File: config.mk
export PLATFORM = sky130hd
export DESIGN_NAME = signed_divider
export DESIGN_NICKNAME = d
export VERILOG_FILES = /design/src/rtl/arith_pkg.sv /design/src/rtl/div_step.sv /design/src/rtl/signed_divider.sv
export SDC_FILE = /design/constraint.sdc
export NUM_CORES = 1
export LEC_CHECK = 0
export BUFFER_PORTS_ARGS = -buffer_cell sky130_fd_sc_hd__buf_4
export CAP_MARGIN = 20
export CORE_UTILIZATION = 58
export DETAILED_ROUTE_END_ITERATION = 8
export PLACE_DENSITY = 0.79
export SLEW_MARGIN = 0
export SYNTH_ARGS = -nofsm -noshare
export SYNTH_HDL_FRONTEND = slang
export SYNTH_HIERARCHICAL = 1
export SYNTH_SLANG_ARGS = --single-unit
File: constraint.sdc
create_clock -name clk -period 2.9 [get_ports clk]
set_clock_uncertainty 0.15 [all_clocks]
set_input_delay 0.725 -clock clk [delete_from_list [all_inputs] [get_ports clk]]
set_output_delay 0.725 -clock clk [all_outputs]
set_load 0.01 [all_outputs]
File: src/rtl/arith_pkg.sv
// rtl/arith_pkg.sv - shared arithmetic datapath types and width constants
package arith_pkg;

    typedef enum logic [1:0] {
        IDLE,
        CALC,
        FIX,
        DONE
    } div_state_t;

    localparam int DIV_N_DEFAULT = 5;

endpackage

File: src/rtl/div_step.sv
// rtl/div_step.sv - one combinational restoring-division step on magnitudes
module div_step #(
    parameter int N = 5
) (
    input  logic [N:0]   rem,
    input  logic [N-1:0] dvd,
    input  logic [N-1:0] dmag,
    output logic [N:0]   rem_next,
    output logic [N-1:0] dvd_next,
    output logic         qbit
);

    logic [N+1:0] shifted;
    logic [N+1:0] trial;

    // One guard bit above the N+1 bit remainder makes the trial sign unambiguous.
    always_comb begin
        shifted  = {rem, dvd[N-1]};
        trial    = shifted - {2'b00, dmag};
        qbit     = ~trial[N+1];
        rem_next = qbit ? trial[N:0] : shifted[N:0];
        dvd_next = {dvd[N-2:0], qbit};
    end

endmodule

File: src/rtl/signed_divider.sv
// rtl/signed_divider.sv - sequential signed restoring divider with start/done handshake
module signed_divider
    import arith_pkg::*;
#(
    parameter int N = DIV_N_DEFAULT
) (
    input  logic         clk,
    input  logic         rst,
    input  logic         start,
    input  logic [N-1:0] dividend,
    input  logic [N-1:0] divisor,
    output logic [N-1:0] quotient,
    output logic [N-1:0] remainder,
    output logic         done,
    output logic         busy,
    output logic         div_by_zero,
    output logic         overflow
);

    localparam int CW = $clog2(N + 1);

    div_state_t    state;
    logic [CW-1:0] cnt;
    logic [N:0]    rem;
    logic [N-1:0]  dvd;
    logic [N-1:0]  dmag;
    logic          sign_q;
    logic          sign_r;
    logic          dz;
    logic          ov;

    logic [N:0]    rem_next;
    logic [N-1:0]  dvd_next;
    logic          qbit;
    logic [N-1:0]  dividend_abs;
    logic [N-1:0]  divisor_abs;

    // The most negative value maps onto itself, which reads as 2^(N-1) unsigned.
    assign dividend_abs = dividend[N-1] ? -dividend : dividend;
    assign divisor_abs  = divisor[N-1]  ? -divisor  : divisor;

    div_step #(.N(N)) u_step (
        .rem      (rem),
        .dvd      (dvd),
        .dmag     (dmag),
        .rem_next (rem_next),
        .dvd_next (dvd_next),
        .qbit     (qbit)
    );

    always_ff @(posedge clk) begin
        if (rst) begin
            state       <= IDLE;
            cnt         <= '0;
            rem         <= '0;
            dvd         <= '0;
            dmag        <= '0;
            sign_q      <= 1'b0;
            sign_r      <= 1'b0;
            dz          <= 1'b0;
            ov          <= 1'b0;
            quotient    <= '0;
            remainder   <= '0;
            done        <= 1'b0;
            busy        <= 1'b0;
            div_by_zero <= 1'b0;
            overflow    <= 1'b0;
        end else begin
            case (state)
                IDLE: begin
                    done <= 1'b0;
                    busy <= start;
                    if (start) begin
                        sign_q      <= dividend[N-1] ^ divisor[N-1];
                        sign_r      <= dividend[N-1];
                        dvd         <= dividend_abs;
                        dmag        <= divisor_abs;
                        rem         <= '0;
                        cnt         <= '0;
                        dz          <= (divisor == '0);
                        ov          <= (dividend == {1'b1, {(N-1){1'b0}}}) && (divisor == '1);
                        quotient    <= '0;
                        remainder   <= '0;
                        div_by_zero <= 1'b0;
                        overflow    <= 1'b0;
                        state       <= CALC;
                    end
                end
                CALC: begin
                    rem <= rem_next;
                    dvd <= dvd_next;
                    cnt <= cnt + 1'b1;
                    if (cnt == CW'(N - 1))
                        state <= FIX;
                end
                FIX: begin
                    // A zero divisor leaves |dividend| in rem, so the remainder restores the dividend.
                    quotient    <= dz ? '0 : (sign_q ? -dvd : dvd);
                    remainder   <= sign_r ? -rem[N-1:0] : rem[N-1:0];
                    div_by_zero <= dz;
                    overflow    <= ov;
                    state       <= DONE;
                end
                DONE: begin
                    done  <= 1'b1;
                    state <= IDLE;
                end
                default: state <= IDLE;
            endcase
        end
    end

endmodule
Yosys cells after proc, flatten, opt, wreduce, memory -nomap -nowiden
Index checks and enable logic that the tools add are counted.
- bits of input ports: 13
- output and inout port bits: 14
- bits in registers: 39
- add/sub/neg operators: 6
- reduce and logical (&&, ||, !) cells: 10
- eq/ne operators: 8
- bitwise logic cells: 2
- multiplexer cells: 22
- operator list (operator ; number):
    $mux 5 ; 7
    $pmux 5 s2 ; 3
    $neg 5->5 ; 4
    $mux 6 ; 2
    $pmux 6 s2 ; 1
    $eq 5x5->1 const B ; 2
    $pmux 2 s4 ; 1
    $reduce_and 2->1 ; 4
    $sub 7x5->7 ; 1
    $pmux 1 s2 ; 3
    $pmux 3 s2 ; 1
    $reduce_bool 2->1 ; 3
    $logic_not 5->1 ; 1
    $eq 2x2->1 const B ; 2
    $mux 2 ; 2
    $ne 2x2->1 const B ; 2
    $add 3x1->3 const B ; 1
    $eq 3x3->1 const B ; 1
    $mux 3 ; 1
    $eq 2x1->1 const B ; 1
    $logic_not 2->1 ; 1
    $logic_and 1x1->1 ; 1
    $mux 1 ; 1
    $not 1->1 ; 1
    $xor 1x1->1 ; 1

Longest topological paths before layout
- depth after elaboration: 4
- depth in mapped cells: 12

Cells and area by module
The synthesis kept the hierarchy.
- modules (own cells, without submodules) (module ; cells an instance ; times used ; area an instance (um^2)):
    signed_divider ; 238 ; 1 ; 2043.2
    div_step ; 42 ; 1 ; 362.8

Least setup slack after synthesis
Ideal clock, no wire load.
- kind: reg2reg
- start: register dvd[4]
- end: register rem[5]
- arrival time: 2.350 ns
- library setup time: 0.071 ns
- stages on the path, launching flop included: 13
- setup slack: 0.329 ns
- path buffers: 0
- required time: 2.679 ns
- cell sequence: dfxtp_1 inv_1 ha_1 inv_1 fa_1 a211oi_2 o21ai_4 xor2_4 nand3b_2 xnor2_1 mux2i_1 or2_2 a21oi_1
- word-level cells in the longest chain between the ends: 3
- RTL lines (item ; line ; source):
    start, declared ; signed_divider.sv:25 ; logic [N-1:0] dvd;
    start signal, assigned ; signed_divider.sv:76 ; dvd <= dividend_abs;
    start signal, assigned ; signed_divider.sv:91 ; dvd <= dvd_next;
    $sub 7x5->7 ; div_step.sv:19 ; trial = shifted - {2'b00, dmag};
    $mux 6 ; div_step.sv:21 ; rem_next = qbit ? trial[N:0] : shifted[N:0];
    via rem_next[5] ; signed_divider.sv:32 ; logic [N:0] rem_next;
    $pmux 6 s2 ; signed_divider.sv:69 ; case (state)
    end signal, assigned ; signed_divider.sv:90 ; rem <= rem_next;
    end, declared ; signed_divider.sv:24 ; logic [N:0] rem;
The timed path passes the listed nets, and every way through them passes these cells.
A chain may end at the register's enable or synchronous reset.

Worst setup path after layout
Ends and elaborated chain as after synthesis.

==> metrics.md <==
| Metric | Value |
|---|---|
| Status | `completed` |
| Final Util | `68.4%` |
| Worst setup SP type | `flop` |
| CP max stage cell | `fa_2` |
| H-Tree Depth | `2` |
| Top FF cell, synth | `dfxtp_1` |
| Die width | `66.4 um` |
| M1 wire length | `2.21 mm` |
| #FFs+latches synth | `39` |
| Number of DRC markers in iteration 0 | `83` |
| Hold crit path type | `flop to flop` |
| Cell family with most CP delay | `compound AO/OA/AOI/OAI gates` |
| Syn Inst Count | `280` |
| Antenna violations before repair | `0` |
| Peak fanout along the critical path | `5` |
| Final non-filler cell total | `350` |
| Top sig layer | `met4` |
| Met3 wire length | `193 um` |
| Largest cells by area after synthesis | `dfxtp_1 (32%), ha_1 (8.3%), mux2i_1 (5.4%), nor2_1 (4.7%), a21oi_1 (4.6%)` |
| Hold violation count in the final report | `0` |
| Sequential share of the synthesized area | `32.4%` |
| Final #Nets | `329` |
| Chip Height | `66.4 um` |
| Via count | `2,001` |
| CP peak stage delay | `0.38 ns` |
| EDFF count, synth | `0` |
| Max-slew violations | `0` |
| Required time worst endpoint | `2.97 ns` |
| Syn_area_per_cell | `8.59 sq um` |
| Crit path DAT | `2.79 ns` |
| Fin Setup TNS | `0 ns` |
| RD Place Congestion | `0.861` |
| Max cap viols | `0` |
| CTS Hold Bufs | `0` |
| Synth warn | `6` |
| Final setup fails | `0` |
| Mapped Nets | `310` |
| Asr flop ratio synth | `0%` |
| TritonCTS clock tree | `done` |
| Fmax | `369 MHz` |
| Total clock sinks | `39` |
| I/O pin count | `27` |
| Worst reg2reg path endpoint | `rem[5]$_SDFFE_PP0P_` |
| Drt via density | `5.72` |
| Row count | `23` |
| Final period util | `93.6%` |
| Critical path buffer and inverter count | `2` |
| Synth Cell Area | `2410 sq um` |
| Drt first pass iters | `4` |
| Gr usage total | `24.9%` |
| Reg2Reg Launch Point | `dvd[4]$_SDFFE_PP0P_` |
| Postcts setup bufs | `0` |
| Global route total overflow | `0` |
| Hold Path Stages | `2` |
| Dpl cells | `341` |
| Tmin final | `2.71 ns` |
| Cell repeated most along the worst path | `inv_1` |
| Initial Util | `60.2%` |
| Hold WS | `0.301 ns` |
| Layout cell share with drive strength beyond 1 | `19.7%` |
| Maximum vdd drop | `0.358 mV` |
| WP depth | `12` |
| Clk buf depth | `2` |
| Root Buffer | `clkbuf_8` |
| Yosys top cell area share | `32.4%` |
| Slew @ Worst Pin | `0.564 ns` |
| Clk pin slew, worst setup/hold paths | `0.08 ns` |
| Worst Hold End | `quotient[0]$_SDFFE_PP0P_` |
| Pwr Total | `2.08 mW` |
| CP Class | `flop to flop` |
| Pwr dens | `760 nW/um^2` |
| Synth area leader | `dfxtp_1` |
| Largest net degree at the start of global routing | `40` |
| Final ANT Viol Nets | `0` |
| Port bufs | `26` |
| Met2 WL post-DR | `2.47 mm` |
| Detailed Place HPWL | `3.65 mm` |
| Max-slew headroom at the worst pin | `61.3%` |
| Die Area | `4410 sq um` |
| Worst skew pair latency | `0.30 ns` |
| Residual DRC | `0` |
| Vias in the first global route | `1,907` |
| R2R cell count | `12` |
| Post-DR wirelength/cell | `14.2 um` |
| Critical-path cell list | `inv_1 -> ha_1 -> inv_1 -> fa_2 -> a211oi_2 -> o21ai_4 -> xor2_4 -> nand3b_2 -> xnor2_1 -> mux2i_1 -> or2_2 -> a21oi_1` |
| Commonest non-fill, non-tap cell in the layout | `dfxtp_1` |
| Area of the core | `4000 sq um` |
| RSZ-0062 raised after global routing | `false` |
| Ant diodes | `0` |
| Num CTS Buffers | `5` |
| Routed WL | `4.96 mm` |
| Flop2flop setup slack | `0.19 ns` |
| First-pass GRT wire length | `8.32 mm` |
| Worst hold start | `quotient[0]$_SDFFE_PP0P_` |
| Most frequent cells in the layout | `dfxtp_1 (39), buf_4 (31), nor2_1 (30), a21oi_1 (22), inv_1 (19)` |
| Yosys cell types | `48` |
| Nature of the critical path endpoint | `flop` |
| Leak | `1.09 nW` |
| Area grow syn2layout | `13.7%` |
cell type report:
type	instances	area, sq um
multi-input cells	203	1470
well taps	50	62.6
repair buffers	31	233
clock inverters	2	35.0
inverters	19	71.3
fillers	319	1260
flip-flops and latches	39	781
clock buffers	6	82.6
synth_stat cells (3+ instances only):
| cell | instances |
|---|---|
| a211oi_1 | 6 |
| a21oi_1 | 22 |
| a22oi_1 | 10 |
| a32oi_1 | 4 |
| buf_2 | 5 |
| buf_4 | 5 |
| clkbuf_1 | 9 |
| dfxtp_1 | 39 |
| ha_1 | 16 |
| inv_1 | 19 |
| mux2_4 | 3 |
| mux2i_1 | 13 |
| nand2_1 | 17 |
| nand2b_1 | 8 |
| nand3_1 | 3 |
| nor2_1 | 30 |
| nor2b_1 | 5 |
| nor3_1 | 3 |
| o21ai_0 | 9 |
| o31ai_1 | 4 |
| or2_2 | 5 |
| xnor2_1 | 12 |
per-stage QoR:
step           setup WS (ns)  cell area, sq um
2_1_floorplan          0.329              2410
3_3_place_gp           0.243              2600
3_5_place_dp          0.0741              2600
4_1_cts               0.0727              2720
5_1_grt               0.0172              2740
6_report               0.187              2740
flip-flops by register name, indices dropped and copies added, names as in the netlist, 2 cells and up:
name	cells
cnt	3
remainder	5
rem	6
state	2
dmag	5
dvd	5
quotient	5
repair_timing:
action / in CTS / in global routing
endpoints found under the hold margin: 0 / 0
resized for setup: 0 / 1
setup endpoints to repair: 0 / 4
power by group:
part	internal [mW]	switching, mW
logic	0.436	0.505
clock network	0.278	0.194
registers	0.597	0.0685
total	1.31	0.767
worst register-to-register path, cell delays in order (launching register included):
cell	delay [ns]
dfxtp_1	0.35
inv_1	0.07
ha_1	0.16
inv_1	0.07
fa_2	0.38
a211oi_2	0.31
o21ai_4	0.13
xor2_4	0.25
nand3b_2	0.11
xnor2_1	0.19
mux2i_1	0.09
or2_2	0.28
a21oi_1	0.13
logic make-up after synthesis:
group	synth area share, %
AOI/OAI and AO/OA	20.3
DFF	32.4
muxes	7.28
and+or+nand+nor	17.8
adders and majority gates	9.15
buffers and inverters	7.18
xor gates and xnor gates	5.88
layer usage:
layer  vias to the layer above  track usage [%]
met5                         -                0
met4                         0             9.31
met3                         9             4.14
met2                        50             44.5
met1                       931             29.4
li1                       1011                -
worst max-delay path by stage:
stage,startpoint,to
final,dvd[4]$_SDFFE_PP0P_,rem[5]$_SDFFE_PP0P_
after floorplan,dvd[4]$_SDFFE_PP0P_,rem[5]$_SDFFE_PP0P_
after global placement,dvd[4]$_SDFFE_PP0P_,rem[5]$_SDFFE_PP0P_
after detailed placement,dvd[4]$_SDFFE_PP0P_,rem[5]$_SDFFE_PP0P_
after global routing,dvd[4]$_SDFFE_PP0P_,rem[5]$_SDFFE_PP0P_
after CTS,dvd[4]$_SDFFE_PP0P_,rem[5]$_SDFFE_PP0P_
Note: power is estimated with default switching activity, not from simulation.
